[src/rtl/serial_operand_loader.sv]
// serial_operand_loader: byte-serial operand entry, compute launch and paged hex display of the result.
// Ports:
//   clk, reset          clock, asynchronous active-high reset
//   enter               raw button: capture byte (LOAD) / next page (SHOW)
//   inputdata[IN_W]     switch data, shifted MSB-first into the operand being assembled
//   loaddata            raw button: abort (LOAD) / launch compute (WAIT_GO) / new transaction (SHOW)
//   result_in[DATA_W]   combinational result from the arithmetic unit
//   operands            operand k at [k*DATA_W +: DATA_W]
//   start               one-cycle pulse when compute is launched
//   inputdata_ready     all operands loaded, awaiting loaddata
//   page                current result page shown
//   disp                digit d at [d*7 +: 7], active-low gfedcba
// Optional macro DEBOUNCE_EN adds a counter debouncer (DEBOUNCE_CYC stable cycles) per button.
module serial_operand_loader #(
    parameter int DATA_W       = 32,
    parameter int IN_W         = 8,
    parameter int NUM_OPS      = 2,
    parameter int NUM_DISP     = 4,
    parameter int DEBOUNCE_CYC = 16,
    localparam int PAGES       = DATA_W / (4 * NUM_DISP),
    localparam int PW          = PAGES > 1 ? $clog2(PAGES) : 1
) (
    input  logic                      clk,
    input  logic                      reset,
    input  logic                      enter,
    input  logic [IN_W-1:0]           inputdata,
    input  logic                      loaddata,
    input  logic [DATA_W-1:0]         result_in,
    output logic [NUM_OPS*DATA_W-1:0] operands,
    output logic                      start,
    output logic                      inputdata_ready,
    output logic [PW-1:0]             page,
    output logic [NUM_DISP*7-1:0]     disp
);
    localparam int BPW = DATA_W / IN_W;
    localparam int BW  = BPW > 1 ? $clog2(BPW) : 1;
    localparam int IW  = NUM_OPS > 1 ? $clog2(NUM_OPS) : 1;
    localparam int NW  = 4 * NUM_DISP;
    localparam logic [16*7-1:0] SEG = {
        7'b0001110, 7'b0000110, 7'b0100001, 7'b1000110,
        7'b0000011, 7'b0001000, 7'b0010000, 7'b0000000,
        7'b1111000, 7'b0000010, 7'b0010010, 7'b0011001,
        7'b0110000, 7'b0100100, 7'b1111001, 7'b1000000};

    if (DATA_W % IN_W != 0 || DATA_W % NW != 0 || NUM_OPS < 1 || DEBOUNCE_CYC < 1) begin : g_bad
        $error("serial_operand_loader: illegal parameter combination");
    end

    typedef enum logic [1:0] {LOAD, WAIT_GO, CAPTURE, SHOW} state_t;

    state_t                    state, state_nxt;
    logic [NUM_OPS*DATA_W-1:0] ops, ops_nxt;
    logic [BW-1:0]             byte_cnt, byte_nxt;
    logic [IW-1:0]             op_idx, idx_nxt;
    logic [PW-1:0]             page_nxt;
    logic [DATA_W-1:0]         res, res_nxt, shifted;
    logic                      start_nxt, rdy_nxt;
    logic [1:0]                s1, s2, lvl, lvl_q, ev;
    logic                      en_ev, ld_ev;
    logic [IW-1:0]             sel;
    logic [NW-1:0]             disp_val;

    // bit 0 = enter, bit 1 = loaddata
    always_ff @(posedge clk or posedge reset)
        if (reset) begin
            s1    <= '0;
            s2    <= '0;
            lvl_q <= '0;
        end else begin
            s1    <= {loaddata, enter};
            s2    <= s1;
            lvl_q <= lvl;
        end

`ifdef DEBOUNCE_EN
    localparam int CW = $clog2(DEBOUNCE_CYC + 1);
    for (genvar i = 0; i < 2; i++) begin : g_db
        logic          filt;
        logic [CW-1:0] cnt;
        always_ff @(posedge clk or posedge reset)
            if (reset) begin
                filt <= 1'b0;
                cnt  <= '0;
            end else if (s2[i] == filt) begin
                cnt  <= '0;
            end else if (cnt == CW'(DEBOUNCE_CYC - 1)) begin
                filt <= s2[i];
                cnt  <= '0;
            end else begin
                cnt  <= cnt + 1'b1;
            end
        assign lvl[i] = filt;
    end
`else
    assign lvl = s2;
`endif

    assign ev    = lvl & ~lvl_q;
    assign ld_ev = ev[1];
    assign en_ev = ev[0] & ~ev[1];

    if (DATA_W > IN_W) begin : g_sh
        assign shifted = {ops[op_idx*DATA_W +: DATA_W-IN_W], inputdata};
    end else begin : g_nsh
        assign shifted = inputdata;
    end

    always_comb begin
        state_nxt = state;
        ops_nxt   = ops;
        byte_nxt  = byte_cnt;
        idx_nxt   = op_idx;
        page_nxt  = page;
        res_nxt   = res;
        start_nxt = 1'b0;
        rdy_nxt   = inputdata_ready;
        case (state)
            LOAD:
                if (ld_ev) begin
                    ops_nxt  = '0;
                    byte_nxt = '0;
                    idx_nxt  = '0;
                end else if (en_ev) begin
                    ops_nxt[op_idx*DATA_W +: DATA_W] = shifted;
                    byte_nxt = byte_cnt == BW'(BPW - 1) ? '0 : byte_cnt + 1'b1;
                    if (byte_cnt == BW'(BPW - 1)) begin
                        if (op_idx == IW'(NUM_OPS - 1)) begin
                            state_nxt = WAIT_GO;
                            rdy_nxt   = 1'b1;
                        end else begin
                            idx_nxt = op_idx + 1'b1;
                        end
                    end
                end
            WAIT_GO:
                if (ld_ev) begin
                    start_nxt = 1'b1;
                    rdy_nxt   = 1'b0;
                    state_nxt = CAPTURE;
                end
            CAPTURE: begin
                res_nxt   = result_in;
                page_nxt  = '0;
                state_nxt = SHOW;
            end
            SHOW:
                if (ld_ev) begin
                    ops_nxt   = '0;
                    byte_nxt  = '0;
                    idx_nxt   = '0;
                    page_nxt  = '0;
                    state_nxt = LOAD;
                end else if (en_ev) begin
                    page_nxt = page == PW'(PAGES - 1) ? '0 : page + 1'b1;
                end
        endcase
    end

    always_ff @(posedge clk or posedge reset)
        if (reset) begin
            state           <= LOAD;
            ops             <= '0;
            byte_cnt        <= '0;
            op_idx          <= '0;
            page            <= '0;
            res             <= '0;
            start           <= 1'b0;
            inputdata_ready <= 1'b0;
        end else begin
            state           <= state_nxt;
            ops             <= ops_nxt;
            byte_cnt        <= byte_nxt;
            op_idx          <= idx_nxt;
            page            <= page_nxt;
            res             <= res_nxt;
            start           <= start_nxt;
            inputdata_ready <= rdy_nxt;
        end

    assign operands = ops;
    assign sel      = state == LOAD ? op_idx : IW'(NUM_OPS - 1);
    assign disp_val = state == SHOW ? res[page*NW +: NW] : ops[sel*DATA_W +: NW];

    for (genvar d = 0; d < NUM_DISP; d++) begin : g_dig
        assign disp[d*7 +: 7] = SEG[disp_val[d*4 +: 4]*7 +: 7];
    end
endmodule

[config.mk]
export PLATFORM = sky130hd
export DESIGN_NAME = serial_operand_loader
export DESIGN_NICKNAME = d
export VERILOG_FILES = /design/src/rtl/serial_operand_loader.sv
export SDC_FILE = /design/constraint.sdc
export NUM_CORES = 1
export LEC_CHECK = 0
export ABC_AREA = 1
export BUFFER_PORTS_ARGS = -buffer_cell sky130_fd_sc_hd__buf_2
export CORE_MARGIN = 2
export CORE_UTILIZATION = 40
export CTS_CLUSTER_SIZE = 20
export DETAILED_ROUTE_END_ITERATION = 10
export SYNTH_ARGS = -nofsm -noshare
export SYNTH_HDL_FRONTEND = slang
export SYNTH_SLANG_ARGS = --single-unit
[constraint.sdc]
create_clock -name clk -period 9.52 [get_ports clk]
set_input_delay 0.476 -clock clk [delete_from_list [all_inputs] [get_ports clk]]
set_output_delay 0.476 -clock clk [all_outputs]
set_load 0.01 [all_outputs]
==> flow_summary.toml <==
[run_status]
status = "completed"

[sta]
final-setup-viol-count = 0
rsz0062_at_grt = "false"
min_period_over_period = 0.382
slew_headroom = 0.333
timing.final.hold_violations = 0
period_minus_slack_ns = 3.64
finalSetupTns_ns = 0
worstMarginPinSlew_ns = 1.00
skew_ns = 0.0157
clock.fmax_ghz = 0.275
final_max_slew_viol_count = 0

[clocking]
root_buffer = "clkbuf_16"
cts_hold_buf = 0
ctsResizeCount = 0
cts_num_sinks = 110
path_clk_slew_ns = 0.07
clock_latency_ns = 0.36
cts_tree = "built"
h-tree-depth = 3
cts_buffer_depth = 2
cts_made_buffers = 9
cts_setup_buffers = 0

[route]
finalWirelength_mm = 16.5
drt_iter0_drc = 328
first_pass_iters = 4
drc = 0
ant_nets = 0
wl_per_cell_um = 15.3
viasPerCell = 5.10
num_vias = 5510

[critical_path]
slowest_delay_ns = 0.48
critPathSlowestCell = "ha_1"
cp-startpoint = "state[1]"
rr_endpoint = "operands[46]"
timing.rr.start = "state[0]"
cp-start-kind = "flip-flop"
critPathArrivalTime_ns = 3.16
end_kind = "output port"
crit_path_max_fanout = 14
cp.depth = 14
crit_type = "reg2out"
crit_family = "simple AND/OR/NAND/NOR gates"
path_cells = "inv_1 -> ha_1 -> inv_2 -> nor2_2 -> nand2_1 -> nand3_1 -> nand2_1 -> inv_1 -> ha_1 -> nand2_1 -> nand2_1 -> nand2_1 -> nand2_1 -> buf_2"
cp.required_ns = 9.04
worst_path_most_repeated_cell = "nand2_1"
critical_path_buf_inv_count = 4
worstRegToRegCells = 8
r2r_slack_ns = 6.52

[pwr]
power_leakage_uw = 0.00407
internal_power_uw = 1440
p_sw_frac = 0.498
ir_worst_vdd_mv = 0.178
power_frac_comb = 0.585
p_clk_frac = 0.138
power_density_nw_per_um2 = 396
netSwitchingPower_uw = 1430
pwr-share-seq = 0.277
total_power_uw = 2860

[global_routing]
antenna_found_initial = 0
grt_max_degree = 79
gr-total-overflow = 0
track_usage = 0.203
grt_pass1_wl_mm = 26.4
grt_pass1_vias = 5060

[yosys]
synth.ff_latch_count = 110
yosys_warnings = 0
synth_nets = 852
syn_inst = 777
synth-seq-area-share = 0.445
avgSynthCellArea_sq_um = 7.96
netlist_area_sq_um = 6180
yosysTopAreaCell = "dfrtp_1"
synth_top_cells_by_area = "dfrtp_1 45%, nand2_1 15%, nand3_1 10%"
synth_top_area_share = 0.445
yosys.cell_types.count = 27

[floorplan]
die_x_um = 128
core_sq_um = 15100
io_pins = 139
die_area_sq_um = 16500
row_count = 45
initial_utilization = 0.408
fp.dieH_um = 128

[final_layout]
multi_input_area_sq_um = 3000
antenna_cells = 0
final_nets = 963
drive_gt1_frac = 0.236
area_growth_syn_to_layout_pct = 16.8
final_cell_mix = "251 x nand2_1, 138 x buf_2, 123 x nand3_1"
seqCellArea_sq_um = 2750
nFillCells = 1512
utilization = 0.477
final_common_cell = "nand2_1"

[run]
maxCapViolCount = 0

[placed_design]
place_hpwl_mm = 11.3
port_buffers = 138
gp_congestion = 0.818

[min_path]
hold_path_class = "in2async"
==> area by class of cell <==
cell class	count	share of cell area
clock buffers	10	0.0331
clock inverters	6	0.00935
inverters	54	0.0284
multi-input cells	571	0.416
flip-flops and latches	110	0.381
well taps	188	0.0326
repair buffers	142	0.0998
==> worst max path at each step <==
stage / endpoint
CTS: disp[19]
detailed placement: disp[17]
floorplan: byte_cnt[0]
global placement: disp[19]
global route: disp[18]
finish: disp[19]
==> cell families (layout without fill, tap and decap cells) <==
logic type               after synthesis  in the layout  share of synthesized area
adder cells (fa/ha/maj)               31             31                     0.0627
multiplexers                          23             23                     0.0419
buffers and inverters                 96            212                     0.0692
AND/OR/NAND/NOR                      406            406                      0.288
flip-flops                           110            110                      0.445
AO/OA/AOI/OAI                        111            111                     0.0931
==> through the flow <==
stage	cells	setup WS, ns	instance area, sq um	hold slack [ns]
3_3_place_gp	1065	6.33	6920	0.334
6_report	1081	5.88	7220	0.126
5_1_grt	1081	5.49	7220	0.154
2_1_floorplan	777	6.14	6180	0.331
4_1_cts	1081	5.89	7220	0.128
3_5_place_dp	1065	6.27	6920	0.335
==> sequential cells by signal (all words and copies together) (netlist names) <==
name             count
byte_cnt             2
inputdata_ready      1
lvl                  2
lvl_q                2
op_idx               1
operands            64
page                 1
res                 32
s1                   2
start                1
state                2
==> per-layer routing <==
metal | part of all wire | track usage
met1 | 0.47 | 0.284
met2 | 0.47 | 0.324
met3 | 0.044 | 0.0349
met4 | 0.012 | 0.0595
met5 | 0 | 0
==> synth_stat cells <==
master     instances
a21oi_1            6
a31oi_1            1
buf_1              1
buf_2             18
buf_4              8
buf_6              2
clkbuf_1          13
dfrtp_1          110
ha_1              31
inv_1             43
inv_2             11
mux2_2            23
nand2_1          251
nand2_2            6
nand2_4            2
nand3_1          123
nand3_2            1
nand3b_1           2
nor2_1            12
nor2_2             5
nor2_4             2
nor2_8             2
o2111ai_1          1
o211ai_1           5
o21a_1             1
o21ai_0           75
o21ai_1           22
==> worst register-to-register path, stage by stage (launching register included) <==
cell,delay (ns)
dfrtp_1,0.42
ha_1,0.50
inv_2,0.45
nor2_2,0.11
nor2_2,0.14
nand2_4,0.35
nor2_8,0.63
nand3_1,0.20
o21ai_1,0.12
==> power by group through the flow <==
stage	combinational, uW	sequential (uW)	clock (uW)
floorplan	1180	783	0
global placement	1680	802	0
detailed placement	1680	802	0
CTS	1680	794	406
global route	1910	818	422
finish	1680	793	395
Power figures use the tool's default switching activity.
